### src/rtl/dwa_element_selector.sv
// dwa_element_selector
//
// Data-weighted-averaging element selector for the DEM-DAC path. The input is
// a quantized level, counted as a number of unit elements. The block turns it
// into a per-element enable vector. A rotating pointer moves the block of
// enabled elements forward on every sample. This spreads element usage evenly,
// so element mismatch is first-order noise-shaped. Static mode bypasses the
// rotation and produces a plain thermometer code.
//
// Ports
//   clk_i          clock; all state updates on the rising edge
//   rst_ni         asynchronous active-low reset
//   level_i        unsigned level; the number of elements to enable
//   level_valid_i  level_i carries a new sample this cycle
//   mode_i         0 = DWA rotation, 1 = static thermometer
//   ptr_clr_i      synchronous pointer clear; takes effect with or without a sample
//   element_sel_o  registered element enables; bit k drives unit element k
//   sel_valid_o    element_sel_o was updated from a sample on the last edge
//   pointer_o      rotation pointer; the start index of the next sample
//   overrange_o    the last accepted sample exceeded NUM_ELEMENTS and was clamped

module dwa_element_selector #(
  parameter int unsigned NUM_ELEMENTS = 16,
  parameter int unsigned LEVEL_WIDTH  = 5,
  localparam int unsigned PTR_WIDTH   = $clog2(NUM_ELEMENTS)
) (
  input  logic                    clk_i,
  input  logic                    rst_ni,
  input  logic [LEVEL_WIDTH-1:0]  level_i,
  input  logic                    level_valid_i,
  input  logic                    mode_i,
  input  logic                    ptr_clr_i,
  output logic [NUM_ELEMENTS-1:0] element_sel_o,
  output logic                    sel_valid_o,
  output logic [PTR_WIDTH-1:0]    pointer_o,
  output logic                    overrange_o
);

  // One extra bit holds both L = NUM_ELEMENTS and s + L <= 2*NUM_ELEMENTS-1.
  localparam int unsigned IDX_WIDTH = PTR_WIDTH + 1;

  logic [PTR_WIDTH-1:0]    ptr_q;
  logic [NUM_ELEMENTS-1:0] sel_q;
  logic                    sel_valid_q;
  logic                    overrange_q;

  logic                    overrange_c;
  logic [IDX_WIDTH-1:0]    len_c;
  logic [PTR_WIDTH-1:0]    start_c;
  logic [IDX_WIDTH-1:0]    sum_c;
  logic [IDX_WIDTH-1:0]    sum_wrap_c;
  logic [PTR_WIDTH-1:0]    next_ptr_c;
  logic [NUM_ELEMENTS-1:0] dwa_mask_c;
  logic [NUM_ELEMENTS-1:0] therm_mask_c;
  logic [IDX_WIDTH-1:0]    offs_c;

  // Clamp the level to the element count and pick the start index.
  always_comb begin
    overrange_c = (level_i > LEVEL_WIDTH'(NUM_ELEMENTS));
    len_c       = overrange_c ? IDX_WIDTH'(NUM_ELEMENTS) : IDX_WIDTH'(level_i);
    start_c     = ptr_clr_i ? '0 : ptr_q;
  end

  // Compute the next pointer as (s + L) mod N, using one compare-and-subtract.
  always_comb begin
    sum_c      = {1'b0, start_c} + len_c;
    sum_wrap_c = sum_c;
    if (sum_c >= IDX_WIDTH'(NUM_ELEMENTS)) begin
      sum_wrap_c = sum_c - IDX_WIDTH'(NUM_ELEMENTS);
    end
    next_ptr_c = mode_i ? start_c : PTR_WIDTH'(sum_wrap_c);
  end

  // Build the element masks.
  // Element k is on in DWA mode when its circular distance from s is below L.
  always_comb begin
    dwa_mask_c   = '0;
    therm_mask_c = '0;
    offs_c       = '0;
    for (int unsigned k = 0; k < NUM_ELEMENTS; k++) begin
      offs_c = IDX_WIDTH'(k) + IDX_WIDTH'(NUM_ELEMENTS) - {1'b0, start_c};
      if (offs_c >= IDX_WIDTH'(NUM_ELEMENTS)) begin
        offs_c = offs_c - IDX_WIDTH'(NUM_ELEMENTS);
      end
      dwa_mask_c[k]   = (offs_c < len_c);
      therm_mask_c[k] = (IDX_WIDTH'(k) < len_c);
    end
  end

  // Output and pointer registers. When no sample arrives they hold their
  // values, except that ptr_clr_i alone still clears the pointer.
  always_ff @(posedge clk_i or negedge rst_ni) begin
    if (!rst_ni) begin
      ptr_q       <= '0;
      sel_q       <= '0;
      sel_valid_q <= 1'b0;
      overrange_q <= 1'b0;
    end else begin
      sel_valid_q <= level_valid_i;
      if (level_valid_i) begin
        sel_q       <= mode_i ? therm_mask_c : dwa_mask_c;
        overrange_q <= overrange_c;
        ptr_q       <= next_ptr_c;
      end else if (ptr_clr_i) begin
        ptr_q <= '0;
      end
    end
  end

  assign element_sel_o = sel_q;
  assign sel_valid_o   = sel_valid_q;
  assign pointer_o     = ptr_q;
  assign overrange_o   = overrange_q;

endmodule
### config.mk
export PLATFORM = sky130hd
export DESIGN_NAME = dwa_element_selector
export DESIGN_NICKNAME = d
export VERILOG_FILES = /design/src/rtl/dwa_element_selector.sv
export SDC_FILE = /design/constraint.sdc
export NUM_CORES = 1
export LEC_CHECK = 0
export BUFFER_PORTS_ARGS = -buffer_cell sky130_fd_sc_hd__buf_2
export CORE_UTILIZATION = 40
export CTS_BUF_LIST = sky130_fd_sc_hd__clkbuf_16
export DETAILED_ROUTE_END_ITERATION = 8
export HOLD_SLACK_MARGIN = 0.03
export SLEW_MARGIN = 25
export SYNTH_ARGS = -nofsm -noshare
export SYNTH_HDL_FRONTEND = slang
export SYNTH_SLANG_ARGS = --single-unit
export TNS_END_PERCENT = 50
### constraint.sdc
create_clock -name clk_i -period 3.2 [get_ports clk_i]
set_input_delay 0.48 -clock clk_i [delete_from_list [all_inputs] [get_ports clk_i]]
set_output_delay 0.48 -clock clk_i [all_outputs]
set_load 0.02 [all_outputs]
==> results of run 1 <==
==> per-layer routing <==
| metal | vias up | track usage | routed length (um) |
|---|---|---|---|
| li1 | 980 | - | - |
| met1 | 887 | 0.2729 | 2727 |
| met2 | 28 | 0.3099 | 2440 |
| met3 | 2 | 0.02515 | 135 |
| met4 | 0 | 0.03654 | 21 |
| met5 | - | 0 | 0 |
==> power by group through the flow <==
stage / logic [mW] / clock network, mW / registers [mW]
floorplan: 0.188 / 0 / 0.378
global placement: 0.325 / 0 / 0.338
detailed placement: 0.329 / 0 / 0.338
CTS: 0.331 / 0.270 / 0.333
global route: 0.372 / 0.280 / 0.337
finish: 0.329 / 0.265 / 0.333
==> area by class of cell <==
cell class | instances | area (um2)
timing repair buffer | 33 | 170.2
multi-input combinational | 210 | 1558
clock buffer | 3 | 75.07
inverter | 23 | 86.33
fill | 513 | 2678
sequential | 22 | 550.5
tap | 70 | 87.58
==> stage by stage <==
stage | instances | worst slack [ns] | hold slack [ns] | total power, mW
floorplan | 266 | 0.7865 | 0.1844 | 0.5659
global placement | 358 | 0.5525 | 0.4720 | 0.6626
detailed placement | 358 | 0.4425 | 0.4783 | 0.6667
CTS | 361 | 0.5838 | 0.2182 | 0.9341
global route | 361 | 0.4135 | 0.2438 | 0.9885
finish | 361 | 0.6006 | 0.2027 | 0.9276
==> logic make-up after synthesis <==
group / share of synthesized area
xor+xnor: 0.05147
buf+inv: 0.06052
flops: 0.2489
mux: 0.01810
simple gates: 0.1471
other cells: 0.001695
compound gates: 0.2087
fa+ha+maj: 0.2636
==> state kept, by name, indices dropped and copies added (netlist names) <==
register / flops
sel_valid_o: 1
overrange_o: 1
pointer_o: 4
element_sel_o: 16
==> synthesized netlist by cell type, drive strengths merged (2+ instances only) <==
cell     n  area (um2)
a211o    3       26.28
a211oi   7       52.55
a21o     3       23.77
a21oi   22       110.1
a221o    6       60.06
a41oi    2       17.52
buf      5       25.02
clkbuf   6       22.52
dfrtp   22       550.5
ha      45       563.0
inv     22       82.58
mux2i    4       40.04
nand2   24       90.09
nand2b   4       25.02
nand3   10       50.05
nand3b   4       30.03
nor2    12       45.04
nor2b    4       25.02
nor3     3       15.01
o211ai   2       15.01
o21ai   17       85.08
o221ai   2       17.52
or2      2       12.51
or3      2       12.51
xnor2    6       52.55
xor2     7       61.31
==> worst paths after layout <==
check,start,endpoint,slack (ns)
setup / recovery,pointer_o[2]$_DFF_PN0_,element_sel_o[11]$_DFFE_PN0P_,0.60
hold / removal,rst_ni,element_sel_o[7]$_DFFE_PN0P_,0.20
setup reg to reg,pointer_o[2]$_DFF_PN0_,element_sel_o[11]$_DFFE_PN0P_,0.60
hold reg to reg,element_sel_o[5]$_DFFE_PN0P_,element_sel_o[5]$_DFFE_PN0P_,0.49
max in group asynchronous,rst_ni,element_sel_o[9]$_DFFE_PN0P_,2.64
min in group clk_i,element_sel_o[5]$_DFFE_PN0P_,element_sel_o[5]$_DFFE_PN0P_,0.49
==> cells in the final DEF (no fill, tap or decap), types with 2 or more instances in the layout <==
cell type	count
ha_1	45
buf_2	31
nand2_1	24
a21oi_1	22
dfrtp_1	22
inv_1	21
o21ai_0	17
nor2_1	12
nand3_1	10
conb_1	9
xor2_1	7
a211oi_1	7
xnor2_1	6
a221o_1	6
nand2b_1	4
nor2b_1	4
mux2i_1	4
nand3b_1	4
a211o_1	3
nor3_1	3
clkbuf_16	3
or2_2	2
a21o_1	2
or3_1	2
o211ai_1	2
a41oi_1	2
o221ai_1	2
buf_4	2
==> metrics, run 1 <==
syn_area_per_cell=around 8.6 um2; EDFF count, synth=0; Die Footprint=just under 6000 um2; Max FO, Critical Path=8; delay-heaviest family, CP=compound AO/OA/AOI/OAI gates; Max-slew headroom=0.5460; setup tns final=0 ns; Synth cell types=40; Max Slew Vio Count=0; Initial Utilization=0.4250; Max stage delay cell, worst path=nor2b_1; PortBufs=31; area of the core=between 5000 and 6000 um2; internal power=about 0.6 mW; # clock sinks=22; drt total wl=around 5300 um; cell area after synthesis=between 2000 and 2500 um2; final hold viol count=0; final core area utilization=0.4856; via count=about 1900; CTS resizes=0; CP Cell Sequence=nor2b_1 -> inv_1 -> ha_1 -> inv_2 -> a211o_1 -> a2111oi_2 -> o22a_1; Area Overhead vs Synth=14.25%; worst-case clock buffer depth=2; Worst Path Buf+Inv=2; FMAX=between 300 and 400 MHz; Finished Cell Area=~2500 um2; Final nets=about 350; #FFs+latches synth=22; Req. time, crit path=3.39 ns; Post-synth ARST share=1.000; clock slew at reported path FFs=0.06 ns; largest net degree at the start of global routing=23; drt pass-1 iters=4; dpl hpwl=~4100 um; CTS tree=yes; Slew @ Worst Pin=about 0.68 ns; clk_lat worst skew=~0.25 ns; fin crit share=0.8123; CTS Buf Count=3; final setup fails=0; Critical Path End Type=register; GP Congestion=between 0.8 and 0.9; Sw Share=0.3519; remaining antenna violation count=0; H-tree depth=1; DRC Markers=0; first-pass GRT wire length=about 9000 um; crit path kind=reg2reg; setup bufs post-CTS=0; initial antenna violation count=0; Worst VDD drop=~0.00019 V; CP Launch Type=register; post-cts hold buffer count=0; Warnings, synthesis=0; status=finished, final reports clean; PwrDens=between 300 and 400 nW/um2; WP depth=7; vias in the first global route=roughly 1800; LEAKAGE=1.246 nW; Avg WL per Cell=about 15 um; # diodes=0; Seq pwr share=0.359; top_reg_cell synth=dfrtp_1; Net Sw Power=between 0.3 and 0.4 mW; first-iteration detailed-routing DRC count=between 100 and 150; Ports=32; aggregate global-route resource usage=0.1917; die width=between 70 and 80 um; minimum clock period=2.599 ns; Comb power frac=0.355; layout cells sized above 1=0.1409; WP data arrival=approximately 2.8 ns; max-cap violations=0; area post-placement=2452 um2; final worst clock skew=just under 0.004 ns; Hold WC Path Type=in2async; power share of the clock group=0.286; R2R cell count=7; GRT overflow=0; chip height=76.37 um; Seq/Total Area, Yosys=0.2489; CP max stage delay=around 0.6 ns; root buf cell=clkbuf_16; # rows=26; vias per cell=between 5 and 6; Mapped Cells=approximately 260; RSZ-0062 raised after global routing=no
(Power assumes the default switching activity.)
==> inputs of run 2 (changes only) <==
Settings changed: ABC_AREA set to 1.
Clock period 3.2 ns to 2.51 ns, I/O delays scaled along.
==> metrics, run 2 <==
Largest register FFs=16 (unchanged); remaining antenna violation count=0 (unchanged); Reg-to-Reg Start=pointer_o[0]$_DFF_PN0_ (was pointer_o[2]$_DFF_PN0_); chip height=80.24 um (was 76.37 um); aggregate global-route resource usage=0.2209 (was 0.1917); final setup fails=0 (unchanged); #FFs+latches synth=22 (unchanged); Worst Setup SP=pointer_o[0]$_DFF_PN0_ (was pointer_o[2]$_DFF_PN0_); worst-case clock buffer depth=2 (unchanged); GP Congestion=0.9667 (was 0.8029); setup tns final=0 ns (unchanged); CTS Buf Count=3 (unchanged); largest area contributor in the netlist=ha_1 (unchanged); FMAX=446.3 MHz (was 384.7 MHz); Area Overhead vs Synth=15.84% (was 14.25%); Max FO, Critical Path=5 (was 8); Warnings, synthesis=0 (unchanged); hold slack=0.08756 ns (was 0.2027 ns); post-synth top area share=0.2299 (was 0.2545); Hold WC Path Type=in2async (unchanged); Top Layer Used=met4 (unchanged); min setup slack post-route=0.2693 ns (was 0.6006 ns); first-iteration detailed-routing DRC count=187 (was 103); Avg WL per Cell=13.57 um (was 14.75 um); RSZ-0062 raised after global routing=no (unchanged); final worst clock skew=0.002229 ns (was 0.003864 ns); vias in the first global route=2206 (was 1799); area of the core=5921 um2 (was 5205 um2); PwrDens=495.3 nW/um2 (was 367.0 nW/um2); most frequent cells in the layout=nand2_1, inv_1, ha_1 (was ha_1, buf_2, nand2_1); clock slew at reported path FFs=0.07 ns (was 0.06 ns); Setup WS pre-CTS=0.2547 ns (was 0.4425 ns); Max stage delay cell, worst path=dfrtp_1 (was nor2b_1); crit path kind=reg2reg (unchanged); Post-synth ARST share=1.000 (unchanged); initial antenna violation count=0 (unchanged); clk_lat worst skew=0.27 ns (was 0.25 ns); most used cell, CP=inv_1; syn_area_per_cell=6.956 um2 (was 8.574 um2); Req. time, crit path=2.72 ns (was 3.39 ns); DRC Markers=0 (unchanged); # diodes=0 (unchanged); setup bufs post-CTS=0 (unchanged); CP Launch Type=register (unchanged); final core area utilization=0.4791 (was 0.4856); # rows=28 (was 26); post-cts hold buffer count=0 (unchanged); CTS resizes=0 (unchanged); via count=2353 (was 1897); RR Endpoint=element_sel_o[4]$_DFFE_PN0P_ (was element_sel_o[11]$_DFFE_PN0P_); top_reg_cell synth=dfrtp_1 (unchanged); LEAKAGE=1.565 nW (was 1.246 nW); met3 routed wirelength=155 um (was 135 um); Finished Layout Cells=468 (was 361); max-cap violations=0 (unchanged); synth cell count leaders=nand2_1, inv_1, ha_1 (was ha_1, nand2_1, a21oi_1, dfrtp_1, inv_1); Max-slew headroom=0.6324 (was 0.5460); commonest non-fill, non-tap cell in the layout=nand2_1 (was ha_1); status=finished, final reports clean (unchanged); R2R cell count=11 (was 7); CP max stage delay=0.41 ns (was 0.59 ns); top cells by area, synth=ha_1, dfrtp_1, nand2_1, inv_1, nand3_1 (was ha_1, dfrtp_1, a21oi_1, nand2_1, o21ai_0); dpl cells=464 (was 358); Worst VDD drop=0.0002637 V (was 0.0001861 V); Mapped Cells=352 (was 258); cell area after synthesis=2449 um2 (was 2212 um2); Final nets=450 (was 349); drt total wl=6352 um (was 5325 um); CP Cell Sequence=inv_1 -> nor2_1 -> inv_1 -> ha_1 -> xor2_1 -> inv_1 -> ha_1 -> a21o_1 -> nand3_1 -> nand4_1 -> nand3_1 (was nor2b_1 -> inv_1 -> ha_1 -> inv_2 -> a211o_1 -> a2111oi_2 -> o22a_1); layout cells sized above 1=0.1298 (was 0.1409); most common cell in the synthesized netlist=nand2_1 (was ha_1); dpl hpwl=4984 um (was 4123 um); Critical Path End Type=register (unchanged); Seq/Total Area, Yosys=0.2248 (was 0.2489); Max Slew Vio Count=0 (unchanged); final hold viol count=0 (unchanged); CTS tree=yes (unchanged); die width=80.24 um (was 76.37 um); R2R Setup Slk=0.27 ns (was 0.60 ns); first-pass GRT wire length=10760 um (was 9045 um); met2 wire len=3044 um (was 2440 um); WP data arrival=2.45 ns (was 2.79 ns); Ports=32 (unchanged); Slew @ Worst Pin=0.5514 ns (was 0.6796 ns); PortBufs=31 (unchanged); # clock sinks=22 (unchanged); fin crit share=0.8927 (was 0.8123); GRT overflow=0 (unchanged); Initial Utilization=0.4136 (was 0.4250); H-tree depth=1 (unchanged); Die Footprint=6438 um2 (was 5832 um2); minimum clock period=2.241 ns (was 2.599 ns); vias per cell=5.028 (was 5.255); Synth cell types=25 (was 40); EDFF count, synth=0 (unchanged); wl on met1=3075 um (was 2727 um); root buf cell=clkbuf_16 (unchanged); drt pass-1 iters=5 (was 4); largest net degree at the start of global routing=30 (was 23)
run 2: cell count changes in the layout (fill, tap and decap cells not counted), moves of 5 or more:
cell and change:
inv_1 +37, nand4_1 +22, nand3_1 +19, a221o_1 -6, o21ai_0 -7, nand2_1 +55
nor2_1 +19, a211oi_1 -7, xnor2_1 -5
run 2: logic make-up after synthesis:
kind of cell             count (synthesis)  synth area share
other                                    1          0.001531
flip-flops                              22            0.2248
buffers and inverters                   68            0.1078
AO/OA/AOI/OAI                           38           0.08380
AND/OR/NAND/NOR                        169            0.3153
XOR/XNOR                                 8           0.02862
adder cells (fa/ha/maj)                 46            0.2381
run 2: cell type report:
class / count / area [um2]
clock buffer: 3 / 75.07
clock inverter: 1 / 30.03
fill: 614 / 3084
inverter: 62 / 237.7
multi-input combinational: 270 / 1664
sequential: 22 / 550.5
tap: 75 / 93.84
timing repair buffer: 35 / 185.2
run 2: worst max-delay path, delay by kind of cell, from the launching register on:
kind / cells / cell delay, ns
adder cells (fa/ha/maj): 2 / 0.53
AND/OR/NAND/NOR: 4 / 0.50
flip-flops: 1 / 0.41
buffers and inverters: 3 / 0.33
XOR/XNOR: 1 / 0.20
AO/OA/AOI/OAI: 1 / 0.20
run 2: worst max-delay path by stage:
stage	endpoint	cells after the start
floorplan	element_sel_o[4]$_DFFE_PN0P_	11
detailed placement	element_sel_o[4]$_DFFE_PN0P_	11
finish	element_sel_o[4]$_DFFE_PN0P_	11
global route	element_sel_o[4]$_DFFE_PN0P_	12
global placement	element_sel_o[4]$_DFFE_PN0P_	11
CTS	element_sel_o[4]$_DFFE_PN0P_	11
run 2: stage by stage:
stage,instance area [um2],total power [mW]
2_1_floorplan,2479,0.7793
3_3_place_gp,2731,0.9225
3_5_place_dp,2731,0.9301
4_1_cts,2836,1.409
5_1_grt,2836,1.505
6_report,2836,1.405
run 2: routing by layer:
metal  track usage  vias to the layer above
met2        0.3735                       47
met3       0.02500                        5
li1              -                     1230
met1        0.2926                     1071
met4       0.06786                        0
met5             0                        -
run 2: report_power, final:
part,switching (mW),internal (mW),leakage [nW],total [mW]
Sequential,0.0256,0.397,0.257,0.423
Clock,0.162,0.318,0.0511,0.480
Combinational,0.327,0.175,1.26,0.502
==> inputs of run 3 (changes only) <==
Settings changed: RECOVER_POWER set to 100.
==> metrics, run 3 (synthesis gave the netlist of run 2 again) <==
Final nets=450 (unchanged); root buf cell=clkbuf_16 (unchanged); max-cap violations=0 (unchanged); Ports=32 (unchanged); drt pass-1 iters=4 (was 5); clk_lat worst skew=0.27 ns (about the same); first-iteration detailed-routing DRC count=166 (was 187); final hold viol count=0 (unchanged); area of the core=5921 um2 (unchanged); CTS tree=yes (unchanged); Slew @ Worst Pin=1.322 ns (was 0.5514 ns); final setup fails=0 (unchanged); final worst clock skew=0.002419 ns (was 0.002229 ns); Initial Utilization=0.4136 (unchanged); dpl hpwl=4984 um (unchanged); vias per cell=5.024 (was 5.028); R2R Setup Slk=0.29 ns (was 0.27 ns); PortBufs=31 (unchanged); GP Congestion=0.9667 (unchanged); crit path kind=reg2reg (unchanged); Area Overhead vs Synth=14.00% (was 15.84%); LEAKAGE=1.490 nW (was 1.565 nW); vias in the first global route=2206 (unchanged); Max FO, Critical Path=5 (unchanged); initial antenna violation count=0 (unchanged); WP data arrival=2.43 ns (was 2.45 ns); largest net degree at the start of global routing=30 (unchanged); via count=2351 (was 2353); # rows=28 (unchanged); Sw Share=0.3695 (was 0.3661); Req. time, crit path=2.72 ns (about the same); dpl cells=464 (unchanged); chip height=80.24 um (unchanged); hold slack=0.3825 ns (was 0.08756 ns); fin crit share=0.8862 (was 0.8927); worst-case clock buffer depth=2 (unchanged); Finished Layout Cells=468 (unchanged); Max-slew headroom=0.1189 (was 0.6324); clock slew at reported path FFs=0.07 ns (about the same); remaining antenna violation count=0 (unchanged); DRC Markers=0 (unchanged); Die Footprint=6438 um2 (unchanged); area post-placement=2731 um2 (unchanged); worst setup path end=element_sel_o[4]$_DFFE_PN0P_ (unchanged); CTS Buf Count=3 (unchanged); CTS resizes=0 (unchanged); Finished Cell Area=2791 um2 (was 2836 um2); layout cells sized above 1=0.06107 (was 0.1298); commonest non-fill, non-tap cell in the layout=nand2_1 (unchanged); # diodes=0 (unchanged); power share of the clock group=0.344 (was 0.342); CP Launch Type=register (unchanged); internal power=0.8762 mW (was 0.8905 mW); # clock sinks=22 (unchanged); H-tree depth=1 (unchanged); RSZ-0062 raised after global routing=no (unchanged); first-pass GRT wire length=10760 um (unchanged); Worst VDD drop=0.0002560 V (was 0.0002637 V); Max Slew Vio Count=0 (unchanged); RR Endpoint=element_sel_o[4]$_DFFE_PN0P_ (unchanged); aggregate global-route resource usage=0.2209 (unchanged); Net Sw Power=0.5135 mW (was 0.5144 mW); post-cts hold buffer count=0 (unchanged); R2R cell count=11 (unchanged); PwrDens=497.9 nW/um2 (was 495.3 nW/um2); Reg-to-Reg Start=pointer_o[0]$_DFF_PN0_ (unchanged); Largest register FFs=16 (unchanged); Seq pwr share=0.305 (was 0.301); Avg WL per Cell=13.66 um (was 13.57 um); minimum clock period=2.224 ns (was 2.241 ns); status=finished, final reports clean (unchanged); FMAX=449.6 MHz (was 446.3 MHz); die width=80.24 um (unchanged); most frequent cells in the layout=nand2_1, inv_1, ha_1 (unchanged); Worst Setup SP=pointer_o[0]$_DFF_PN0_ (unchanged); GRT overflow=0 (unchanged); Critical Path End Type=register (unchanged); setup bufs post-CTS=0 (unchanged); setup tns final=0 ns (unchanged); Comb power frac=0.350 (was 0.357); drt total wl=6392 um (was 6352 um); Hold WC Path Type=in2async (unchanged)
[run 3: changes by cell type in the layout (fill, tap and decap cells not counted), sizes merged]
cell    before  now
clkbuf       3   28
buf         35   10
[run 3: worst max-delay path, stage by stage, from the launching register on]
cell	delay [ns]
dfrtp_1	0.41
inv_1	0.08
nor2_1	0.25
inv_1	0.18
ha_1	0.23
xor2_1	0.20
inv_1	0.06
ha_1	0.30
a21o_1	0.21
nand3_1	0.07
nand4_1	0.09
nand3_1	0.09
[run 3: cell type report]
cell class / count / area, um2
multi-input cells: 270 / 1653
inverters: 62 / 237.7
flip-flops and latches: 22 / 550.5
well taps: 75 / 93.84
repair buffers: 35 / 151.4
clock inverters: 1 / 30.03
clock buffers: 3 / 75.07
fillers: 635 / 3129
[run 3: metrics by stage]
stage | util | setup slack [ns] | power [mW]
2_1_floorplan | - | 0.4599 | 0.7793
4_1_cts | 0.4791 | 0.2624 | 1.409
5_1_grt | 0.4715 | 0.06023 | 1.490
6_report | 0.4715 | 0.2856 | 1.390
3_5_place_dp | 0.4613 | 0.2547 | 0.9301
3_3_place_gp | 0.4613 | 0.3245 | 0.9225
[run 3: how the worst min path moves through the flow]
| stage | slack (ns) | endpoint |
|---|---|---|
| global route | 0.49 | pointer_o[2]$_DFF_PN0_ |
| global placement | 0.40 | pointer_o[3]$_DFF_PN0_ |
| floorplan | 0.08 | element_sel_o[0]$_DFFE_PN0P_ |
| finish | 0.38 | pointer_o[2]$_DFF_PN0_ |
| detailed placement | 0.40 | pointer_o[3]$_DFF_PN0_ |
| CTS | 0.11 | pointer_o[3]$_DFF_PN0_ |
[run 3: power groups by stage]
stage / logic [mW] / clock network, mW / registers (mW)
6_report: 0.487 / 0.478 / 0.424
2_1_floorplan: 0.298 / 0 / 0.482
3_3_place_gp: 0.494 / 0 / 0.428
5_1_grt: 0.565 / 0.495 / 0.431
4_1_cts: 0.503 / 0.483 / 0.423
3_5_place_dp: 0.500 / 0 / 0.430
[run 3: routing by layer]
metal  global-route usage  share of wire  vias to the layer above
li1                     -              -                     1227
met1               0.2926           0.49                     1085
met2               0.3735           0.48                       34
met3              0.02500          0.024                        5
met4              0.06786          0.012                        0
met5                    0              0                        -
